<file path="src/rtl/regfile_pkg.sv">
// Shared defaults and address-width derivation for the multi-port register file.
package regfile_pkg;

  localparam int unsigned DATA_W_DEF = 32;
  localparam int unsigned DEPTH_DEF  = 32;
  localparam int unsigned N_RD_DEF   = 2;

  // Address width for a register count; never narrower than one bit.
  function automatic int unsigned aw_of(input int unsigned depth);
    return (depth > 1) ? $clog2(depth) : 1;
  endfunction

endpackage

</file>
<file path="src/rtl/regfile_scoreboard.sv">
// Busy-bit array: one pending-producer flag per register, set by reserve,
// cleared by write, with N_RD combinational lookup ports. Entry 0 is never busy.
module regfile_scoreboard
  import regfile_pkg::*;
#(
  parameter  int unsigned DEPTH = DEPTH_DEF,
  parameter  int unsigned N_RD  = N_RD_DEF,
  localparam int unsigned AW    = aw_of(DEPTH)
) (
  input  logic                   clk,
  input  logic                   rst_n,
  input  logic                   set_en,
  input  logic [AW-1:0]          set_addr,
  input  logic                   clr_en,
  input  logic [AW-1:0]          clr_addr,
  input  logic [N_RD-1:0][AW-1:0] lk_addr,
  output logic [N_RD-1:0]        lk_busy_c
);

  logic [DEPTH-1:0] busy_q;
  logic [DEPTH-1:0] busy_d;

  // Set after clear so a same-address reserve wins over the write.
  always_comb begin
    busy_d = busy_q;
    if (clr_en) busy_d[clr_addr] = 1'b0;
    if (set_en) busy_d[set_addr] = 1'b1;
    busy_d[0] = 1'b0;
  end

  always_ff @(posedge clk or negedge rst_n) begin
    if (!rst_n) busy_q <= '0;
    else        busy_q <= busy_d;
  end

  always_comb begin
    lk_busy_c = '0;
    for (int unsigned p = 0; p < N_RD; p++) begin
      lk_busy_c[p] = busy_q[lk_addr[p]];
    end
  end

endmodule

</file>
<file path="src/rtl/regfile_mp.sv">
// Multi-port register file with busy scoreboard, registered reads and r0 = 0.
// Define REGFILE_MP_BYPASS_EN for write-first forwarding; default is read-first.
module regfile_mp
  import regfile_pkg::*;
#(
  parameter  int unsigned DATA_W = DATA_W_DEF,
  parameter  int unsigned DEPTH  = DEPTH_DEF,
  parameter  int unsigned N_RD   = N_RD_DEF,
  localparam int unsigned AW     = aw_of(DEPTH)
) (
  input  logic                       clk,
  input  logic                       rst_n,
  input  logic [N_RD-1:0][AW-1:0]    rd_addr,
  output logic [N_RD-1:0][DATA_W-1:0] rd_data,
  output logic [N_RD-1:0]            rd_busy,
  input  logic                       wr_en,
  input  logic [AW-1:0]              wr_addr,
  input  logic [DATA_W-1:0]          wr_data,
  input  logic                       rsv_en,
  input  logic [AW-1:0]              rsv_addr
);

  logic [DEPTH-1:0][DATA_W-1:0] regs_q;
  logic [DEPTH-1:0][DATA_W-1:0] regs_d;
  logic [N_RD-1:0][DATA_W-1:0]  rd_data_q;
  logic [N_RD-1:0][DATA_W-1:0]  rd_data_d;
  logic [N_RD-1:0]              rd_busy_q;
  logic [N_RD-1:0]              rd_busy_d;
  logic [N_RD-1:0]              lk_busy_c;
  logic                         wr_live_c;

  assign wr_live_c = wr_en && (wr_addr != '0);

  regfile_scoreboard #(
    .DEPTH (DEPTH),
    .N_RD  (N_RD)
  ) u_scoreboard (
    .clk       (clk),
    .rst_n     (rst_n),
    .set_en    (rsv_en),
    .set_addr  (rsv_addr),
    .clr_en    (wr_en),
    .clr_addr  (wr_addr),
    .lk_addr   (rd_addr),
    .lk_busy_c (lk_busy_c)
  );

  always_comb begin
    regs_d = regs_q;
    if (wr_live_c) regs_d[wr_addr] = wr_data;
    regs_d[0] = '0;
  end

  // Per-port read; a same-cycle write to the addressed register is forwarded
  // only in the bypass build, where busy reflects reserve-wins.
  always_comb begin
    rd_data_d = '0;
    rd_busy_d = '0;
    for (int unsigned p = 0; p < N_RD; p++) begin
      rd_data_d[p] = regs_q[rd_addr[p]];
      rd_busy_d[p] = lk_busy_c[p];
`ifdef REGFILE_MP_BYPASS_EN
      if (wr_live_c && (rd_addr[p] == wr_addr)) begin
        rd_data_d[p] = wr_data;
        rd_busy_d[p] = rsv_en && (rsv_addr == wr_addr);
      end
`endif
    end
  end

  always_ff @(posedge clk or negedge rst_n) begin
    if (!rst_n) begin
      regs_q    <= '0;
      rd_data_q <= '0;
      rd_busy_q <= '0;
    end else begin
      regs_q    <= regs_d;
      rd_data_q <= rd_data_d;
      rd_busy_q <= rd_busy_d;
    end
  end

  assign rd_data = rd_data_q;
  assign rd_busy = rd_busy_q;

endmodule
</file>
<file path="config.mk">
export PLATFORM = sky130hd
export DESIGN_NAME = regfile_mp
export DESIGN_NICKNAME = d
export VERILOG_FILES = /design/src/rtl/regfile_pkg.sv /design/src/rtl/regfile_scoreboard.sv /design/src/rtl/regfile_mp.sv
export SDC_FILE = /design/constraint.sdc
export NUM_CORES = 2
export LEC_CHECK = 0
export CAP_MARGIN = 20
export CORE_ASPECT_RATIO = 0.7
export CORE_MARGIN = 2
export CORE_UTILIZATION = 40
export DETAILED_ROUTE_END_ITERATION = 16
export GPL_ROUTABILITY_DRIVEN = 0
export GPL_TIMING_DRIVEN = 0
export PLACE_DENSITY_LB_ADDON = 0.1
export SLEW_MARGIN = 25
export SYNTH_ARGS = -nofsm -noshare
export SYNTH_HDL_FRONTEND = slang
export SYNTH_SLANG_ARGS = --single-unit
</file>
<file path="constraint.sdc">
create_clock -name clk -period 3 [get_ports clk]
set_input_delay 0.3 -clock clk [delete_from_list [all_inputs] [get_ports clk]]
set_output_delay 0.3 -clock clk [all_outputs]
set_load 0.1 [all_outputs]
</file>
==> reports/results.tsv <==
stage	metric	value	unit
grt	grt_pass1_vias	36400	
drt	wl_met3	17000	µm
timing	skew	0.0179	ns
critical_path	reg2reg_to	rd_data[18]$_DFF_PN0_	
die	io_pins	122	
drt	drtIter0Drc	3526	
clock_network	clk_latency	0.75	ns
outcome	violations	negative setup slack	
clock_network	cts_buffer_depth	3	
clock_network	clk_pin_slew	0.06	ns
drt	vias	36900	
cells_and_area	area_growth	14.7	%
timing	tightest_slew	1.21	ns
critical_path	cp_data_arrival_time	3.68	ns
power	power_density	703	nW/µm²
drt	dr_wl_met2	79200	µm
critical_path	required	3.55	ns
timing	hold_viol	0	
drt	drt_pass1_iterations	6	
synth	syn_avg_cell_area	14.9	µm²
power	p_sw	13.7	mW
drt	wl_per_cell	32.5	µm
grt	overflow	0	
synth	synth_seq_cells	1089	
die	die_h	319	µm
min_path	hold-path-cell-count	2	
min_path	worstHoldPathType	input pin to flip-flop	
critical_path	critPathKind	input pin to flip-flop	
synth	synthesis.nets	3858	
power	swShare	0.301	
timing	drv_slew	0	
critical_path	slowest_stage	clkdlybuf4s50_1	
timing	fmax	0.319	GHz
timing	fin_tns_setup	-0.817	ns
die	start_util	0.403	
cells_and_area	fin_cells	6032	
power	p_leak	27.9	nW
clock_network	cts_max_level	3	
synth	synth_cell_types	35	
critical_path	path_common_cell	buf_4	
critical_path	reg2regPathDepth	4	
min_path	hold_start	rd_addr[9]	
timing	holdWs	0.177	ns
power	ir_drop	0.466	mV
placement	placed_cells	5799	
clock_network	post_cts_buffers	0	
grt	grt_pass1_wl	279000	µm
clock_network	clkSinkCount	1089	
power	clkPwrFrac	0.337	
placement	io_buffers	115	
synth	seq_area_frac_synth	0.482	
power	power	45.6	mW
outcome	status	finished with violations	
power	internal_power	31.9	mW
synth	synth_cells	3802	
drt	wirelength_met1	94600	µm
critical_path	r2r-start	regs_q[946]$_DFFE_PN0P_	
timing	max-slew-margin-rel	0.195	
drt	detail-route-antenna-nets	0	
critical_path	slowest_delay	0.74	ns
critical_path	worstSetupEndpointType	flip-flop	
timing	min_period	3.13	ns
clock_network	cts-root-buf	clkbuf_16	
power	p_comb_frac	0.234	
grt	grt_max_degree	135	
cells_and_area	final_layout_size_suffix_gt1_frac	0.452	
critical_path	cp-start-kind	input pin	
timing	fin_crit_sh	1.04	
synth	synth_area	56600	µm²
clock_network	numCtsBuffers	115	
placement	placed_cell_area	60400	µm²
timing	setup_ws	-0.132	ns
die	rows	115	
grt	grtUsageTotal	0.270	
placement	place_hpwl	142000	µm
flow_run	drv_cap	0	
critical_path	r2r_slack	0.66	ns
power	p_seq_frac	0.430	
drt	highest_layer	met5	
critical_path	path_cells	clkdlybuf4s50_1 -> buf_4 -> buf_4 -> buf_2 -> mux4_2 -> a22o_1 -> o21ai_1 -> o31ai_1	
die	core	140000	µm²
drt	drcViolationCount	0	
die	die_area	145000	µm²
cells_and_area	fin_nets	4106	
grt	grt_antenna_before_repair	12	
die	die_x	454	µm
placement	dp_slack	-1.29	ns
min_path	holdPathEnd	rd_data[38]$_DFF_PN0_	
drt	viasPerCell	6.11	
drt	wirelength	196000	µm
synth	yosysWarnings	0	
timing	finalSetupViolations	17	
cells_and_area	final_area	64900	µm²
clock_network	cts_tree	done	
cells_and_area	final_core_util	0.462	
critical_path	cp_max_fo	10	
## cell usage in the layout (no fill, tap or decap), types with 24 or more instances in the layout
master / n
buf_1: 44
clkinv_2: 29
o21ai_0: 32
o21ai_1: 47
o31ai_1: 49
clkbuf_16: 118
clkbuf_1: 199
buf_2: 92
a22o_1: 213
clkdlybuf4s50_1: 114
mux2i_1: 198
mux2_1: 41
clkbuf_8: 24
buf_4: 50
dfrtp_1: 1089
mux4_2: 396
and2_1: 68
a211oi_1: 47
mux2_2: 1017
o22ai_1: 66
## cell families after synthesis
group,share of synthesized area
AND/OR/NAND/NOR,0.0151
AO/OA/AOI/OAI,0.0664
buffers and inverters,0.0337
flip-flops,0.482
multiplexers,0.403
## layer usage
metal  track usage  vias up
met1         0.427    20100
li1              -    15200
met3        0.0738      259
met5             0        -
met4        0.0755        2
met2         0.357     1293
## power by group through the flow
stage | sequential, mW | clock, mW | combinational (mW)
after detailed placement | 19.8 | 0 | 10.5
after floorplan | 20.3 | 0 | 6.45
final | 19.6 | 15.4 | 10.7
after CTS | 19.5 | 15.7 | 10.5
after global placement | 19.8 | 0 | 10.2
after global routing | 20.0 | 16.3 | 11.2
## worst max-delay path, delay by kind of cell
family          cells  cell delay (ns)
buf+inv             4             1.93
compound gates      3             1.07
mux                 1             0.37
## repair_timing
action | 4_1_cts | 5_1_grt
gates resized for setup | 40 | 53
setup endpoints to repair | 61 | 130
endpoints found under the hold margin | 200 | 0
hold buffers | 4 | 0
cloned | 0 | 2
## sequential cells by signal, indices dropped and copies added (netlist names)
name,cells
regs_q,992
rd_data,64
u_scoreboard.busy_q,31
rd_busy,2
## final cells by class
class,instances,area (µm²)
timing repair buffer,131,1590
buffer,405,1970
fill,12500,75500
tap,1872,2340
clock buffer,156,3290
inverter,2,7.51
multi-input combinational,2306,27700
antenna,13,32.5
sequential,1089,27300
clock inverter,58,717
## cells in the mapped netlist, drive strengths merged
cell    number  area (µm²)
o31ai       66         495
nor3         2        10.0
mux2      1058       11900
inv          2        7.51
a211oi      66         495
a22o       213        1870
clkbuf     200         754
nand3        4        20.0
o22ai       66         413
mux2i      198        1980
nand2       19        71.3
dfrtp     1089       27300
and2        68         425
or3b         2        17.5
and3b        2        17.5
nor2b        6        37.5
and3         2        12.5
buf        205        1150
o21ai       98         490
mux4       396        8920
nand3b       8        60.1
nor2        20        85.1
or2          2        12.5
nand2b       2        12.5
nor3b        8        75.1
## how the worst max path moves through the flow
stage	startpoint	endpoint	slack [ns]	depth (start not counted)
detailed placement	rd_addr[7]	rd_data[51]$_DFF_PN0_	-1.29	8
global placement	rst_n	regs_q[807]$_DFFE_PN0P_	-50.44	1
finish	rd_addr[2]	rd_data[18]$_DFF_PN0_	-0.13	8
global route	rd_addr[2]	rd_data[15]$_DFF_PN0_	-0.006	8
floorplan	rd_addr[0]	rd_data[10]$_DFF_PN0_	1.10	7
CTS	rd_addr[7]	rd_data[41]$_DFF_PN0_	-0.009	8
(Power assumes the default switching activity.)
